===== config.mk =====
export PLATFORM = sky130hd
export DESIGN_NAME = muldiv_seq
export DESIGN_NICKNAME = d
export VERILOG_FILES = /design/src/rtl/muldiv_seq.sv
export SDC_FILE = /design/constraint.sdc
export NUM_CORES = 1
export LEC_CHECK = 0
export ABC_AREA = 1
export CELL_PAD_IN_SITES_DETAIL_PLACEMENT = 0
export CELL_PAD_IN_SITES_GLOBAL_PLACEMENT = 1
export CORE_AREA = 2 2 163 165
export DETAILED_ROUTE_END_ITERATION = 12
export DIE_AREA = 0 0 165 167
export PLACE_DENSITY_LB_ADDON = 0.1
export SETUP_SLACK_MARGIN = 0.4
export SYNTH_ARGS = -nofsm -noshare
export SYNTH_HDL_FRONTEND = slang
export SYNTH_SLANG_ARGS = --single-unit

===== constraint.sdc =====
create_clock -name clk -period 2.3 [get_ports clk]
set_clock_uncertainty 0.15 [all_clocks]
set_input_delay 0.345 -clock clk [delete_from_list [all_inputs] [get_ports clk]]
set_output_delay 0.345 -clock clk [all_outputs]
set_load 0.05 [all_outputs]

===== src/rtl/muldiv_seq.sv =====
// Purpose: sequential 32x32 unsigned multiplier / restoring divider for the EXE stage (MULTU, DIVU).
// Latency: 33 cycles from the start-sampling edge to done; 1 cycle for a zero divisor.
// Backpressure: stall holds IF/ID/EXE while an op runs; start is ignored unless IDLE; flush aborts.
// Optional divider: define MULDIV_SEQ_DIV_EN to build the DIV path; otherwise DIVU is a reserved op.
module muldiv_seq (
  input  logic        clk,
  input  logic        resetn,
  input  logic        start,
  input  logic [1:0]  op,
  input  logic [31:0] a,
  input  logic [31:0] b,
  input  logic        flush,
  output logic        stall,
  output logic        busy,
  output logic        done,
  output logic        dbz,
  output logic [31:0] hi,
  output logic [31:0] lo
);

  localparam logic [1:0] IDLE  = 2'd0;
  localparam logic [1:0] MUL   = 2'd1;
`ifdef MULDIV_SEQ_DIV_EN
  localparam logic [1:0] DIV   = 2'd2;
`endif
  localparam logic [1:0] DONE  = 2'd3;

  localparam logic [1:0] OP_MULTU = 2'b00;
  localparam logic [1:0] OP_DIVU  = 2'b01;

  logic [1:0]  state;
  logic [4:0]  cnt;
  // acc_hi/acc_lo: partial product (mul) or remainder/quotient-shift pair (div)
  logic [31:0] acc_hi;
  logic [31:0] acc_lo;
  // opb: multiplicand for MUL, divisor for DIV
  logic [31:0] opb;
  logic        op_valid;

  logic [32:0] mul_sum;
  logic [31:0] mul_hi_n;
  logic [31:0] mul_lo_n;

  // One shift-add multiply step: add multiplicand when the low bit is set, then shift right.
  always_comb begin
    mul_sum  = {1'b0, acc_hi} + (acc_lo[0] ? {1'b0, opb} : 33'd0);
    mul_hi_n = mul_sum[32:1];
    mul_lo_n = {mul_sum[0], acc_lo[31:1]};
  end

`ifdef MULDIV_SEQ_DIV_EN
  logic        div_en_unused;
  logic [32:0] div_r;
  logic [32:0] div_t;
  logic [31:0] div_hi_n;
  logic [31:0] div_lo_n;

  // One restoring divide step: shift in the next dividend bit, keep the difference if non-negative.
  always_comb begin
    div_r    = {acc_hi, acc_lo[31]};
    div_t    = div_r - {1'b0, opb};
    div_hi_n = div_t[32] ? div_r[31:0] : div_t[31:0];
    div_lo_n = {acc_lo[30:0], ~div_t[32]};
  end
  assign div_en_unused = 1'b0;
  assign op_valid = (op == OP_MULTU) || (op == OP_DIVU);
`else
  assign op_valid = (op == OP_MULTU);
`endif

  logic dbz_q;

  // Status outputs; flush masks the done/dbz pulse in the cycle it is asserted.
  always_comb begin
    busy  = (state != IDLE);
    stall = (state == MUL)
`ifdef MULDIV_SEQ_DIV_EN
          || (state == DIV)
`endif
          || ((state == IDLE) && start && op_valid);
    done  = (state == DONE) && !flush;
    dbz   = dbz_q && (state == DONE) && !flush;
  end

  // FSM, iteration datapath and result registers.
  always_ff @(posedge clk or negedge resetn) begin
    if (!resetn) begin
      state  <= IDLE;
      cnt    <= 5'd0;
      acc_hi <= 32'd0;
      acc_lo <= 32'd0;
      opb    <= 32'd0;
      hi     <= 32'd0;
      lo     <= 32'd0;
      dbz_q  <= 1'b0;
    end else if (flush) begin
      state <= IDLE;
      cnt   <= 5'd0;
      dbz_q <= 1'b0;
    end else begin
      case (state)
        IDLE: begin
          if (start && (op == OP_MULTU)) begin
            acc_hi <= 32'd0;
            acc_lo <= b;
            opb    <= a;
            cnt    <= 5'd31;
            state  <= MUL;
          end
`ifdef MULDIV_SEQ_DIV_EN
          else if (start && (op == OP_DIVU)) begin
            if (b == 32'd0) begin
              hi    <= a;
              lo    <= 32'hFFFF_FFFF;
              dbz_q <= 1'b1;
              state <= DONE;
            end else begin
              acc_hi <= 32'd0;
              acc_lo <= a;
              opb    <= b;
              cnt    <= 5'd31;
              state  <= DIV;
            end
          end
`endif
        end
        MUL: begin
          acc_hi <= mul_hi_n;
          acc_lo <= mul_lo_n;
          cnt    <= cnt - 5'd1;
          if (cnt == 5'd0) begin
            hi    <= mul_hi_n;
            lo    <= mul_lo_n;
            dbz_q <= 1'b0;
            state <= DONE;
          end
        end
`ifdef MULDIV_SEQ_DIV_EN
        DIV: begin
          acc_hi <= div_hi_n;
          acc_lo <= div_lo_n;
          cnt    <= cnt - 5'd1;
          if (cnt == 5'd0) begin
            hi    <= div_hi_n;
            lo    <= div_lo_n;
            dbz_q <= div_en_unused;
            state <= DONE;
          end
        end
`endif
        DONE: begin
          dbz_q <= 1'b0;
          state <= IDLE;
        end
        default: state <= IDLE;
      endcase
    end
  end

endmodule


==> impl_summary.txt, run 1 <==
----------------------------------------------------
[Critical path]
  Category of the critical setup timing path ... reg2reg
  Crit path required time ... 2.47 ns
  Critical Path End Type ... flip-flop
  Critical Path AT ... 2.53 ns
  Largest fanout of any net on the critical path ... 8
  Worst setup SP type ... flip-flop

[Synthesis]
  Register bit count reported by yosys ... 167
  Fraction of the yosys area taken by sequential cells ... 0.454
  Synth Instances ... 1274
  Unique cell type count in the Yosys netlist ... 33
  Post-synthesis instance area ... 9210 um2
  Yosys synthesis warning count ... 0
  Net count after synthesis ... 1379
  Synthesized area per cell ... 7.23 um2

[Route]
  Number of search-and-repair iterations in the first detailed-routing pass ... 5
  Number of design rule violations left after detail routing ... 0
  Iter 0 DRT Violations ... 459
  Highest layer used for signal routing ... met5
  Routed metal-1 wirelength ... 13.4 mm
  DR WL/cell ... 15.3 um
  Final wirelength ... 27.8 mm
  Antenna Violating Nets Remaining ... 0
  Vias after detailed routing ... 8480
  Drt via density ... 4.68
  Routed wire length on met3 ... 1.67 mm
  Total length of routed met2 wires ... 12.5 mm

[Floorplanning]
  Die X-Extent ... 165 um
  Num rows ... 59
  Core outline area ... 25800 um2
  Ports ... 138
  Initial core utilization ... 0.357
  Floorplan die area ... 27600 um2
  Die height ... 167 um

[Clock network]
  Root buf cell ... sky130_fd_sc_hd__clkbuf_16
  H-tree levels ... 4
  Buffer depth of the longest clock path ... 2
  Clock tree from TritonCTS ... yes
  Clock transition at the registers of the reported paths ... 0.08 ns
  Clock insertion delay at the later pin of the skew report ... 0.44 ns
  Sink Count ... 167
  Number of CTS-inserted buffers ... 17

[Cells and area]
  Diode count ... 0
  Number of nets in the finished design ... 1569
  Area occupied by multi-input gates ... 5460 um2
  Growth of design area from synthesis to finish ... 45.8%
  Post-Route Utilization ... 0.521
  Share of layout cells above drive strength 1 ... 0.239
  Reg area ... 4180 um2
  Non-filler instance count after layout ... 1812
  Final design area excluding fillers ... 13400 um2
  Total of fill cells in the finished design ... 2551

[Power]
  Ratio of total power to cell area ... 1150 nW/um2
  Leakage power ... 6.95 nW
  Peak supply drop ... 0.000712 V

[Run status]
  Violations in the final reports ... negative setup slack
  Result of the run ... complete, but fails checks

[Place]
  Setup Slack @ Placement ... -0.189 ns
  Routability congestion estimate from global placement ... 0.869
  Quantity of I/O buffers inserted on ports ... 136
  Placed cell count ... 1759
  Post-detailed-placement half-perimeter wirelength ... 20.2 mm
  Post-placement cell area ... 11700 um2

[STA]
  Rel. slew slack ... 0.638
  Setup violations, final ... 14
  Setup Total Neg Slack ... -0.405 ns
  Unrepaired setup endpoints after global routing ... yes
  Tightest Pin Transition ... 0.544 ns
  Final cycle utilization of the critical path ... 1.03
  Period minus WS final ... 2.36 ns
  Min setup slack post-route ... -0.0579 ns
  Max Fclk ... 0.424 GHz
  Hold Vio Cnt, Final ... 0
  Final Max Tran Viols ... 0

[Min path]
  Worst min-delay path class ... in2async

[Job]
  Max-cap violations ... 0

[Global routing]
  GRT Residual Overflow ... 0
  Number of global-route vias before repair ... 8334
  Maximum number of pins on one net before global-route repair ... 79
  Antenna violations before repair ... 2
  Combined global-route utilization of all metal layers ... 0.209
  First-pass GRT wire length ... 44.7 mm

----------------------------------------------------
-- flip-flops by register name, indices dropped and copies added, names as in the netlist --
register	cells
hi	32
opb	32
acc_hi	32
state	2
lo	32
cnt	5
acc_lo	32
-- logic make-up after synthesis --
| logic type | share of synthesized area |
|---|---|
| other | 0.000407 |
| AO/OA/AOI/OAI | 0.0949 |
| flip-flops | 0.454 |
| AND/OR/NAND/NOR | 0.291 |
| XOR/XNOR | 0.0133 |
| buffers and inverters | 0.0981 |
| adder cells (fa/ha/maj) | 0.0484 |
-- cell usage after synthesis (all sizes together) --
cell    number  share of area
xnor2       10         0.0095
nor2        54          0.024
nor3         6         0.0045
nand4        4         0.0043
a22o         1        0.00095
buf         20          0.011
ha          34          0.046
or2          2         0.0014
a21oi       21          0.011
fa           1         0.0022
o21ai       94          0.051
a21o         1        0.00082
clkbuf      24         0.0098
conb         1        0.00041
o21bai       3         0.0024
nand3       64          0.035
xor2         4         0.0038
nor4         1        0.00068
a31oi        3         0.0020
inv        189          0.077
o211ai      31          0.025
nand3b       4         0.0033
dfrtp      167           0.45
o31ai        1        0.00082
nand2      534           0.22
-- worst paths after layout --
| check | start | to | slack (ns) | cells after the start |
|---|---|---|---|---|
| hold reg to reg | hi[17]$_DFFE_PN0P_ | hi[17]$_DFFE_PN0P_ | 0.32 | 2 |
| min in group clk | a[23] | opb[23]$_DFFE_PN0P_ | 0.28 | 3 |
| setup reg to reg | acc_lo[0]$_DFFE_PN0P_ | hi[15]$_DFFE_PN0P_ | -0.06 | 14 |
| max in group asynchronous | resetn | acc_lo[0]$_DFFE_PN0P_ | 1.04 | 3 |
| hold / removal | resetn | hi[4]$_DFFE_PN0P_ | 0.27 | 2 |
| setup / recovery | acc_lo[0]$_DFFE_PN0P_ | hi[15]$_DFFE_PN0P_ | -0.06 | 14 |
-- routing by layer --
metal / vias up / global-route usage
met4: 2 / 0.0374
met5: - / 0
met3: 15 / 0.0508
met1: 3961 / 0.299
met2: 169 / 0.323
li1: 4333 / -
-- final cells by class --
type | instances | area share
clock buffers | 17 | 0.0317
clock inverters | 15 | 0.0146
inverters | 189 | 0.0532
multi-input cells | 874 | 0.406
flip-flops and latches | 167 | 0.311
well taps | 335 | 0.0312
repair buffers | 215 | 0.152
-- power breakdown --
group / switching, mW / internal, mW / total (mW) / leakage (nW)
combinational: 4.84 / 3.00 / 7.83 / 4.49
clock: 1.50 / 1.49 / 2.99 / 0.299
sequential: 0.679 / 3.91 / 4.59 / 2.16
total: 7.01 / 8.40 / 15.4 / 6.95
-- placed cells by master, fill, tap and decap left out, types with 31 or more instances in the layout --
cell type                         instances
sky130_fd_sc_hd__ha_4                    31
sky130_fd_sc_hd__o211ai_1                31
sky130_fd_sc_hd__nand2_1                448
sky130_fd_sc_hd__o21ai_1                 59
sky130_fd_sc_hd__nand3_1                 41
sky130_fd_sc_hd__buf_4                   65
sky130_fd_sc_hd__clkdlybuf4s50_1         68
sky130_fd_sc_hd__inv_1                  160
sky130_fd_sc_hd__dfrtp_1                166
sky130_fd_sc_hd__dlygate4sd2_1           54
sky130_fd_sc_hd__nand2_2                 64
-- repair_timing --
item / CTS / global route
setup buffers: 4 / 15
pin swaps: 16 / 46
gates cloned: 0 / 1
endpoints found under the setup margin: 127 / 70
gates resized for setup: 199 / 118
hold buffers: 1 / 0
hold endpoints to repair: 40 / 0
-- per-stage QoR --
step	hold slack (ns)	power [mW]
floorplan	-0.101	9.06
finish	0.269	15.4
global placement	0.182	11.6
global route	0.286	16.4
detailed placement	0.187	11.6
CTS	0.272	14.9
-- worst max-delay path, cell delays in order (launching register included) --
cell	delay, ns
sky130_fd_sc_hd__dfrtp_2	0.47
sky130_fd_sc_hd__buf_12	0.17
sky130_fd_sc_hd__nand2_4	0.05
sky130_fd_sc_hd__inv_2	0.04
sky130_fd_sc_hd__ha_4	0.15
sky130_fd_sc_hd__fa_2	0.39
sky130_fd_sc_hd__nand3_4	0.11
sky130_fd_sc_hd__nand3_4	0.09
sky130_fd_sc_hd__nand2_4	0.07
sky130_fd_sc_hd__nand2_4	0.05
sky130_fd_sc_hd__nand2_2	0.05
sky130_fd_sc_hd__nand2_2	0.07
sky130_fd_sc_hd__or2_4	0.27
sky130_fd_sc_hd__nand3_4	0.07
sky130_fd_sc_hd__nand2_2	0.05
No activity file was read; power rests on OpenSTA's default activity.
==> run 2, diff against run 1 <==
--- a/config.mk
+++ b/config.mk
@@ -6,9 +6,10 @@
 export NUM_CORES = 1
 export LEC_CHECK = 0
 export ABC_AREA = 1
-export CELL_PAD_IN_SITES_DETAIL_PLACEMENT = 0
+export CELL_PAD_IN_SITES_DETAIL_PLACEMENT = 1
 export CELL_PAD_IN_SITES_GLOBAL_PLACEMENT = 1
 export CORE_AREA = 2 2 163 165
+export CTS_CLUSTER_DIAMETER = 50
 export DETAILED_ROUTE_END_ITERATION = 12
 export DIE_AREA = 0 0 165 167
 export PLACE_DENSITY_LB_ADDON = 0.1
==> impl_summary.txt, run 2 (same netlist as run 1, synthesis figures left out) <==
----------------------------------------------------
[Critical path]
  Worst path cell trace ... buf_12, nand2_4, inv_4, ha_4, fa_2, nand3_2, nand3_4, nand2_4, nand2_4, nand2_1, nand2_2, or2_4, nand3_2, nand2_1 (was buf_12, nand2_4, inv_2, ha_4, fa_2, nand3_4, nand3_4, nand2_4, nand2_4, nand2_2, nand2_2, or2_4, nand3_4, nand2_2)
  Critical Path End Type ... flip-flop (unchanged)
  Startpoint of the most critical setup path ... acc_lo[0]$_DFFE_PN0P_ (unchanged)
  Crit path required time ... 2.48 ns (was 2.47 ns)
  Largest fanout of any net on the critical path ... 15 (was 8)
  Total buffers and inverters traversed by the critical path ... 2 (unchanged)
  Worst setup SP type ... flip-flop (unchanged)
  Delay of the slowest cell on the worst path ... 0.42 ns (was 0.47 ns)
  CP dominant cell by count ... sky130_fd_sc_hd__nand2_4
  Slowest CP cell ... sky130_fd_sc_hd__dfrtp_1 (was sky130_fd_sc_hd__dfrtp_2)
  Category of the critical setup timing path ... reg2reg (unchanged)
  Critical Path AT ... 2.54 ns (was 2.53 ns)
  Category of cells accounting for the largest share of critical-path delay ... simple AND/OR/NAND/NOR gates (unchanged)
  Source of the worst register-to-register timing path ... acc_lo[0]$_DFFE_PN0P_ (unchanged)

[STA]
  Period minus WS final ... 2.35 ns (was 2.36 ns)
  Unrepaired setup endpoints after global routing ... yes (unchanged)
  Min setup slack post-route ... -0.0536 ns (was -0.0579 ns)
  Rel. slew slack ... 0.628 (was 0.638)
  Final cycle utilization of the critical path ... 1.02 (was 1.03)
  Setup Total Neg Slack ... -0.286 ns (was -0.405 ns)
  Hold Vio Cnt, Final ... 0 (unchanged)
  Post-route worst hold slack ... 0.252 ns (was 0.269 ns)
  Max Fclk ... 0.425 GHz (was 0.424 GHz)
  Tightest Pin Transition ... 0.560 ns (was 0.544 ns)
  Setup violations, final ... 9 (was 14)
  Final Max Tran Viols ... 0 (unchanged)

[Global routing]
  Number of global-route vias before repair ... 9278 (was 8334)
  GRT Residual Overflow ... 0 (unchanged)
  Antenna violations before repair ... 5 (was 2)
  First-pass GRT wire length ... 49.5 mm (was 44.7 mm)
  Maximum number of pins on one net before global-route repair ... 79 (unchanged)
  Combined global-route utilization of all metal layers ... 0.230 (was 0.209)

[Place]
  Post-detailed-placement half-perimeter wirelength ... 21.9 mm (was 20.2 mm)
  Routability congestion estimate from global placement ... 0.869 (unchanged)
  Setup Slack @ Placement ... -0.220 ns (was -0.189 ns)
  Quantity of I/O buffers inserted on ports ... 136 (unchanged)

[Floorplanning]
  Floorplan die area ... 27600 um2 (unchanged)
  Die height ... 167 um (unchanged)
  Die X-Extent ... 165 um (unchanged)
  Num rows ... 59 (unchanged)
  Initial core utilization ... 0.357 (unchanged)
  Core outline area ... 25800 um2 (unchanged)
  Ports ... 138 (unchanged)

[Power]
  Share of total power in combinational logic ... 0.500 (was 0.508)
  Leakage power ... 6.80 nW (was 6.95 nW)
  Proportion of total power due to net switching ... 0.460 (was 0.455)
  Sequential power share ... 0.303 (was 0.298)
  Peak supply drop ... 0.000620 V (was 0.000712 V)
  Total net switching power ... 6.99 mW (was 7.01 mW)
  Ratio of total power to cell area ... 1160 nW/um2 (was 1150 nW/um2)
  Cell-internal power ... 8.19 mW (was 8.40 mW)
  Clock power share ... 0.198 (was 0.194)
  Overall power ... 15.2 mW (was 15.4 mW)

[Cells and area]
  Area occupied by multi-input gates ... 5220 um2 (was 5460 um2)
  Total of fill cells in the finished design ... 3117 (was 2551)
  Leading cell types in the layout, fill and taps excluded ... sky130_fd_sc_hd__nand2_1 (476), sky130_fd_sc_hd__dfrtp_1 (167), sky130_fd_sc_hd__inv_1 (165) (was sky130_fd_sc_hd__nand2_1 (448), sky130_fd_sc_hd__dfrtp_1 (166), sky130_fd_sc_hd__inv_1 (160))
  Diode count ... 0 (unchanged)
  Reg area ... 4180 um2 (about the same)
  Share of layout cells above drive strength 1 ... 0.213 (was 0.239)
  Growth of design area from synthesis to finish ... 42.2% (was 45.8%)
  Post-Route Utilization ... 0.508 (was 0.521)
  Commonest non-fill, non-tap cell in the layout ... sky130_fd_sc_hd__nand2_1 (unchanged)
  Number of nets in the finished design ... 1562 (was 1569)

[Clock network]
  H-tree levels ... 4 (unchanged)
  Buffer depth of the longest clock path ... 2 (unchanged)
  Clock transition at the registers of the reported paths ... 0.08 ns (about the same)
  Number of CTS-inserted buffers ... 17 (unchanged)
  Clock tree from TritonCTS ... yes (unchanged)
  Root buf cell ... sky130_fd_sc_hd__clkbuf_16 (unchanged)
  Sink Count ... 167 (unchanged)
  Clock insertion delay at the later pin of the skew report ... 0.45 ns (was 0.44 ns)

[Route]
  Final wirelength ... 30.2 mm (was 27.8 mm)
  Number of design rule violations left after detail routing ... 0 (unchanged)
  DR WL/cell ... 16.7 um (was 15.3 um)
  Drt via density ... 4.86 (was 4.68)
  Vias after detailed routing ... 8765 (was 8480)
  Iter 0 DRT Violations ... 450 (was 459)
  Antenna Violating Nets Remaining ... 0 (unchanged)
  Number of search-and-repair iterations in the first detailed-routing pass ... 4 (was 5)

[Min path]
  Worst min-delay path class ... in2async (unchanged)

[Run status]
  Result of the run ... complete, but fails checks (unchanged)
  Violations in the final reports ... negative setup slack (unchanged)

[Job]
  Max-cap violations ... 0 (unchanged)

----------------------------------------------------
## run 2: changes by cell type in the layout (fill, tap and decap cells not counted), sizes merged
cell	before	now
buf	81	75
clkinv	9	8
clkbuf	18	21
inv	195	196
clkdlybuf4s15	10	7
dlygate4sd2	54	53
## run 2: repair_timing
item,CTS,global route
buffers inserted,3,10
gates resized for setup,193,65
endpoints found under the hold margin,40,0
setup endpoints to repair,128,98
pin swaps,8,2
hold buffers,1,0
## run 2: final cells by class
class                   count  share of cell area
clock buffers              17              0.0325
inverters                 189              0.0544
well taps                 335              0.0320
flip-flops and latches    167               0.319
clock inverters            15              0.0146
repair buffers            208               0.149
multi-input cells         874               0.399
## run 2: worst reg2reg max path: cells and delay by family, from the launching register on
kind                     cells  cell delay (ns)
buffers and inverters        2             0.21
flip-flops                   1             0.42
adder cells (fa/ha/maj)      2             0.54
AND/OR/NAND/NOR             10             0.93
## run 2: metrics by stage
stage | instances | instance area, um2
2_1_floorplan | 1274 | 9630
3_3_place_gp | 1759 | 11700
3_5_place_dp | 1759 | 11700
4_1_cts | 1795 | 12900
5_1_grt | 1805 | 13100
6_report | 1805 | 13100
## run 2: power groups by stage
stage / Combinational (mW) / Clock, mW / Sequential, mW
3_5_place_dp: 7.07 / 0 / 4.63
6_report: 7.58 / 3.01 / 4.59
3_3_place_gp: 6.94 / 0 / 4.62
2_1_floorplan: 2.90 / 0 / 6.16
4_1_cts: 7.35 / 3.07 / 4.60
5_1_grt: 8.24 / 3.18 / 4.72
## run 2: final timing paths
check | end | depth (start not counted) | slack [ns]
max reg2reg | hi[15]$_DFFE_PN0P_ | 14 | -0.05
max | hi[15]$_DFFE_PN0P_ | 14 | -0.05
min reg2reg | opb[12]$_DFFE_PN0P_ | 2 | 0.32
min | hi[4]$_DFFE_PN0P_ | 2 | 0.25
max in group asynchronous | opb[11]$_DFFE_PN0P_ | 3 | 1.07
min in group clk | opb[21]$_DFFE_PN0P_ | 3 | 0.28
## run 2: metal layers
layer  vias up  track usage  part of all wire
met4         6       0.0507             0.012
met2       164        0.368              0.47
met1      4255        0.315              0.46
li1       4306            -                 -
met3        34       0.0543             0.053
met5         -            0            0.0011
